File: config.mk
export PLATFORM = sky130hd
export DESIGN_NAME = shift_seq_unit
export DESIGN_NICKNAME = d
export VERILOG_FILES = /design/src/rtl/shift_seq_unit.sv
export SDC_FILE = /design/constraint.sdc
export NUM_CORES = 1
export LEC_CHECK = 0
export CAP_MARGIN = 20
export CORE_UTILIZATION = 42
export CTS_CLUSTER_DIAMETER = 150
export CTS_CLUSTER_SIZE = 28
export DETAILED_ROUTE_END_ITERATION = 10
export PLACE_DENSITY = 0.79
export SYNTH_ARGS = -nofsm -noshare
export SYNTH_HDL_FRONTEND = slang
export SYNTH_SLANG_ARGS = --single-unit
File: constraint.sdc
create_clock -name clk -period 2.4 [get_ports clk]
set_input_delay 0.48 -clock clk [delete_from_list [all_inputs] [get_ports clk]]
set_output_delay 0.48 -clock clk [all_outputs]
set_load 0.005 [all_outputs]
File: src/rtl/shift_seq_unit.sv
// Multicycle shifter: picks operand and amount at accept, then moves STEP bits per
// cycle (ROR/SLL/SRL/SRA) and holds the final value in a result register.
module shift_seq_unit #(
  parameter int DATA_W  = 32,
  parameter int SHAMT_W = $clog2(DATA_W),
  parameter int STEP    = 1
) (
  input  logic               clk,
  input  logic               reset_n,
  input  logic               start,
  input  logic [1:0]         op,
  input  logic [1:0]         src_sel,
  input  logic               amt_sel,
  input  logic [SHAMT_W-1:0] in_shamt_field,
  input  logic [DATA_W-1:0]  in_shamt_reg,
  input  logic [DATA_W-1:0]  in_b,
  input  logic [DATA_W-1:0]  in_b_sext,
  input  logic [DATA_W-1:0]  in_num16,
  output logic               busy,
  output logic               done,
  output logic               illegal_sel,
  output logic [DATA_W-1:0]  result
);

  typedef enum logic [1:0] {S_IDLE, S_SHIFT, S_DONE} state_t;

  localparam logic [1:0]         OP_ROR = 2'b00;
  localparam logic [1:0]         OP_SLL = 2'b01;
  localparam logic [1:0]         OP_SRL = 2'b10;
  localparam logic [SHAMT_W-1:0] STEP_C = SHAMT_W'(STEP);

  state_t               state_q, state_d;
  logic [1:0]           op_q, op_d;
  logic [DATA_W-1:0]    work_q, work_d;
  logic [DATA_W-1:0]    result_q, result_d;
  logic [SHAMT_W-1:0]   count_q, count_d;
  logic                 illegal_q, illegal_d;

  logic [DATA_W-1:0]    operand;
  logic [SHAMT_W-1:0]   amount;
  logic [SHAMT_W-1:0]   step_amt;
  logic [DATA_W-1:0]    shifted;
  logic [2*DATA_W-1:0]  ror_dbl;

  // Only the low SHAMT_W bits of the register amount are meaningful.
  logic unused_shamt_hi;
  assign unused_shamt_hi = ^in_shamt_reg[DATA_W-1:SHAMT_W];

  always_comb begin
    operand = '0;
    case (src_sel)
      2'b00:   operand = in_b;
      2'b01:   operand = in_b_sext;
      2'b10:   operand = in_num16;
      default: operand = '0;
    endcase
    amount = amt_sel ? in_shamt_reg[SHAMT_W-1:0] : in_shamt_field;
  end

  assign step_amt = (count_q < STEP_C) ? count_q : STEP_C;
  assign ror_dbl  = {work_q, work_q} >> step_amt;

  always_comb begin
    shifted = work_q;
    case (op_q)
      OP_ROR:  shifted = ror_dbl[DATA_W-1:0];
      OP_SLL:  shifted = work_q << step_amt;
      OP_SRL:  shifted = work_q >> step_amt;
      default: shifted = $unsigned($signed(work_q) >>> step_amt);
    endcase
  end

  always_comb begin
    state_d   = state_q;
    op_d      = op_q;
    work_d    = work_q;
    result_d  = result_q;
    count_d   = count_q;
    illegal_d = illegal_q;
    case (state_q)
      S_IDLE: begin
        if (start) begin
          op_d      = op;
          work_d    = operand;
          count_d   = amount;
          illegal_d = (src_sel == 2'b11);
          state_d   = (src_sel == 2'b11) ? S_DONE : S_SHIFT;
        end
      end
      S_SHIFT: begin
        work_d  = shifted;
        count_d = count_q - step_amt;
        // Amount 0 still spends one SHIFT cycle, shifting by nothing.
        if (count_q <= STEP_C) begin
          state_d  = S_DONE;
          result_d = shifted;
        end
      end
      S_DONE:  state_d = S_IDLE;
      default: state_d = S_IDLE;
    endcase
  end

  always_ff @(posedge clk or negedge reset_n) begin
    if (!reset_n) begin
      state_q   <= S_IDLE;
      op_q      <= 2'b00;
      work_q    <= '0;
      result_q  <= '0;
      count_q   <= '0;
      illegal_q <= 1'b0;
    end else begin
      state_q   <= state_d;
      op_q      <= op_d;
      work_q    <= work_d;
      result_q  <= result_d;
      count_q   <= count_d;
      illegal_q <= illegal_d;
    end
  end

  assign busy        = (state_q != S_IDLE);
  assign done        = (state_q == S_DONE);
  assign illegal_sel = illegal_q;
  assign result      = result_q;

endmodule
### Word level (Yosys, flattened, before mapping)

Cells that the tools add are included.

| operators by class | value |
|---|---|
| add/sub/neg operators | 1 |
| $lt $le $gt $ge | 2 |
| eq/ne operators | 9 |
| shift operators | 4 |
| mux-type cells | 12 |
| reduce and logical (&&, ||, !) cells | 9 |

Operators with widths:

| kind | number |
|---|---|
| 32-bit one-hot mux with 3 select lines | 2 |
| 32-bit one-hot mux with 2 select lines | 1 |
| 64-bit by 5-bit right shift with 32-bit output | 1 |
| 32-bit two-way mux | 1 |
| 32-bit by 5-bit left shift with 32-bit output | 1 |
| 32-bit by 5-bit right shift with 32-bit output | 1 |
| 32-bit by 5-bit >>> shifter with 32-bit output | 1 |
| 5-bit two-way mux | 3 |
| 5-bit one-hot mux with 2 select lines | 1 |
| 2-bit == test, second input constant | 4 |
| 2-bit AND reduction | 4 |
| 2-bit by 1-bit == test with 1-bit output, second input constant | 3 |
| 2-bit logical NOT | 3 |
| 2-bit two-way mux | 3 |
| 5-bit by 1-bit <= comparator with 1-bit output, second input constant | 1 |
| 5-bit by 1-bit less-than comparator with 1-bit output, second input constant | 1 |
| 5-bit subtractor | 1 |
| 2-bit != test, second input constant | 2 |
| 2-bit one-hot mux with 2 select lines | 1 |
| 2-bit nonzero test | 2 |

| storage, ports and cells | value |
|---|---|
| register bits | 74 |
| bits of input ports | 141 |
| output and inout bits | 35 |

### Longest topological paths before layout

| logic depth | value |
|---|---|
| depth after elaboration | 5 |
| gate-level depth with buffers | 7 |
| mapped depth without buffers | 6 |

### Least setup slack after synthesis

OpenSTA, ideal clock, no wires.

| timing path | value |
|---|---|
| kind | register to register |
| from | register count_q[1] |
| to | register count_q[2] |
| library setup time | 0.121 ns |
| arrival | 1.714 ns |
| setup slack | 0.565 ns |
| stages on the path, launching flop included | 8 |
| buffers on the path | 1 |
| clock period less this slack | 1.835 ns |
| cell sequence | dfrtp_1 > buf_6 > or4_4 > or2b_1 > ha_1 > nand2b_1 > o32ai_1 > a22o_1 |

| between the ends | value |
|---|---|
| cells in the longest elaborated chain, start to end | 4 |

Ends and longest elaborated chain:

| what | RTL line | RTL |
|---|---|---|
| start, declared | 36 | `logic [SHAMT_W-1:0] count_q, count_d;` |
| start signal, assigned | 117 | `count_q <= count_d;` |
| 5-bit by 1-bit less-than comparator with 1-bit output | 60 | `assign step_amt = (count_q < STEP_C) ? count_q : STEP_C;` |
| 5-bit two-way mux | 60 |  |
| 5-bit subtractor (*) | 92 | `count_d = count_q - step_amt;` |
| 5-bit one-hot mux with 2 select lines (*) | 80 | `case (state_q)` |

Mark *: on every way between the ends. The rest lies on a longest branch, timed or not.
A chain may end at the register's enable or synchronous reset.

### Worst setup path after layout

Ends and elaborated chain as after synthesis.

==> impl_results.md <==
* Status: complete, no violations
* ANT nets after route at 0
* Worst r2r src: count_q[1]
* Ratio of cells with drive above 1 in the final layout at 0.1246
* DRT iter0 DRCs at 240
* Worst-Skew Late Latency at 0.35 ns
* Gr usage total at 0.2417
* Initial Utilization at 0.4334
* Syn_nets at 620
* Crit path kind: flop to flop
* Worst endpoint data arrival time at 2.35 ns
* First-pass GRT wire length at 21160 um
* IO buf count at 148
* Hold violation count in the final report at 0
* GPL Wtd Cong at 0.8327
* Num CTS Buffers at 9
* DRC viols at 0
* Mapped Cells at 478
* RSZ-0062 raised after global routing: no
* Highest Signal Layer: met4
* Die area at 11120 um^2
* Main area contributors after synthesis: dfrtp_1 41%, mux2i_1 14%, mux2_2 6.5%, nand2_1 6.3%, o21ai_0 5.2%
* Fill cell count at 877
* Clock Tree Buf Depth at 2
* WL final at 13000 um
* Synth top cells by count: 75 x nand2_1, 74 x dfrtp_1, 61 x mux2i_1
* Crit end category: flop
* Drt wl/cell at 17.23 um
* Cells on worst reg2reg path at 6
* # diodes at 0
* Reg clk slew, reported paths at 0.08 ns
* CTS H-tree lvls at 3
* Worst vdd ir at 0.0005292 V
* Area share of the largest cell type after synthesis at 0.4120
* CP Launch Type: flop
* Clock skew at 0.009020 ns
* Crit Path Max Fanout at 12
* Area delta synth->final at 41.98%
* Count leader, synth: nand2_1
* Met3 routed wirelength at 954 um
* TritonCTS clock tree: done
* Total number of vias at 4245
* Fin crit share at 0.8814
* Worst Tran Pin Value at 0.7055 ns
* Cell Area, Synth at 4494 um^2
* Detail Route met2 WL at 6574 um
* Via density at 5.630
* Most used DFF post-synth: dfrtp_1
* Core Footprint at 10370 um^2
* Chip width at 105.4 um
* Post-CTS Setup Repair Bufs at 0
* WL met1 at 5188 um
* Num ports at 176
* Final #Nets at 755
* Vias in the first global route at 4302
* Yosys warns at 0
* Setup Viol. Count Final at 0
* Final Critical Period at 2.115 ns
* Fin util at 0.6153
* Reg-to-reg setup timing slack at 0.28 ns
* Leak at 2.812 nW
* Vert. Die Dim at 105.4 um
* CTS Sinks at 74
* Post-synth EDFFs at 0
* Dominant cell type by area after synthesis: dfrtp_1
* #FFs+latches synth at 74
* Max Slew Vio Count at 0
* PD cells at 1172 nW/um^2
* Initial antenna violation count at 0
* Avg Cell Area, Syn at 9.402 um^2
* TNS Setup at 0 ns
* Worst min path class: input port to asynchronous set/reset pin
* Fmax at 472.7 MHz
* Largest net degree at the start of global routing at 42
* # rows at 37
* Register area share after synthesis at 0.4120
* Slew headroom at 0.5297
* Critical Path RT at 2.63 ns
* Hpwl dp at 9215 um
* Synth async-reset ratio at 1.000
* Hold buffer count at CTS at 0
* DRT Pass-1 Iters at 5
* CTS root buffer: clkbuf_8
* Max-cap viol count at 0
* R2R Path End: count_q[2]
* Post-cts repair resize count at 0
* GR Overflow Total at 0
* Synth unique cells at 42
==> worst max path at each step <==
stage | start | to | slack, ns | depth (start not counted)
2_1_floorplan | count_q[1] | count_q[2] | 0.57 | 7
3_3_place_gp | start | work_q[15] | 0.33 | 6
3_5_place_dp | start | work_q[19] | 0.27 | 6
4_1_cts | count_q[1] | count_q[2] | 0.31 | 6
5_1_grt | count_q[1] | count_q[4] | 0.20 | 6
6_report | count_q[1] | count_q[2] | 0.28 | 6
==> state kept, by name, summed over array words and instances (netlist names) <==
| signal | count |
|---|---|
| count_q | 5 |
| state_q | 2 |
| result | 32 |
| work_q | 32 |
| op_q | 2 |
| illegal_sel | 1 |
==> layer usage <==
metal / vias up / track usage
li1: 2023 / -
met1: 2013 / 0.2991
met2: 184 / 0.4102
met3: 25 / 0.04391
met4: 0 / 0.1076
met5: - / 0
==> logic make-up (layout without fill, tap and decap cells) <==
logic type / after synthesis / count (layout) / synth area share
AO/OA/AOI/OAI: 137 / 137 / 0.2069
adder cells (fa/ha/maj): 1 / 1 / 0.002784
AND/OR/NAND/NOR: 134 / 134 / 0.1306
buffers and inverters: 45 / 185 / 0.04677
flip-flops: 74 / 74 / 0.4120
multiplexers: 87 / 87 / 0.2010
==> critical path, stage by stage (launching register included) <==
cell	delay, ns
dfrtp_1	0.47
or4_4	0.69
or2b_1	0.22
ha_1	0.19
nand2b_1	0.14
o32ai_1	0.09
a22o_1	0.20
==> power breakdown <==
| group | leakage [nW] | internal, W | switching, W |
|---|---|---|---|
| registers | 0.936 | 0.00182 | 0.000564 |
| logic | 1.75 | 0.00198 | 0.00194 |
| clock network | 0.123 | 0.000690 | 0.000487 |
| total | 2.81 | 0.00449 | 0.00299 |
==> final cells by class <==
| type | instances | area (um^2) | area share |
|---|---|---|---|
| clock inverters | 7 | 117.6 | 0.01843 |
| multi-input cells | 359 | 2444 | 0.3829 |
| inverters | 2 | 7.507 | 0.001176 |
| clock buffers | 9 | 123.9 | 0.01941 |
| well taps | 136 | 170.2 | 0.02667 |
| flip-flops and latches | 74 | 1852 | 0.2902 |
| repair buffers | 167 | 1667 | 0.2612 |
==> per-stage QoR <==
stage | cell area (um^2) | power [W] | hold WS [ns] | instances | worst slack [ns]
2_1_floorplan | 4494 | 0.004803 | 0.1844 | 478 | 0.5653
3_3_place_gp | 6140 | 0.006050 | 0.4614 | 738 | 0.3330
3_5_place_dp | 6140 | 0.006261 | 0.4686 | 738 | 0.2749
4_1_cts | 6381 | 0.007461 | 0.09566 | 754 | 0.3113
5_1_grt | 6381 | 0.008010 | 0.1069 | 754 | 0.1955
6_report | 6381 | 0.007477 | 0.08155 | 754 | 0.2847
==> cells in the final DEF, fill, tap and decap left out, types with 8 or more instances in the layout <==
| master | netlist | routed |
|---|---|---|
| a21oi_1 | 20 | 20 |
| a221o_1 | 8 | 8 |
| buf_4 | 1 | 16 |
| clkbuf_8 | 0 | 9 |
| clkdlybuf4s50_1 | 0 | 146 |
| dfrtp_1 | 74 | 74 |
| mux2_2 | 26 | 26 |
| mux2i_1 | 61 | 61 |
| nand2_1 | 75 | 74 |
| nor2_1 | 32 | 32 |
| o21ai_0 | 47 | 47 |
| o221ai_1 | 18 | 18 |
| o31ai_1 | 9 | 9 |
Note: power is estimated with default switching activity, not from simulation.
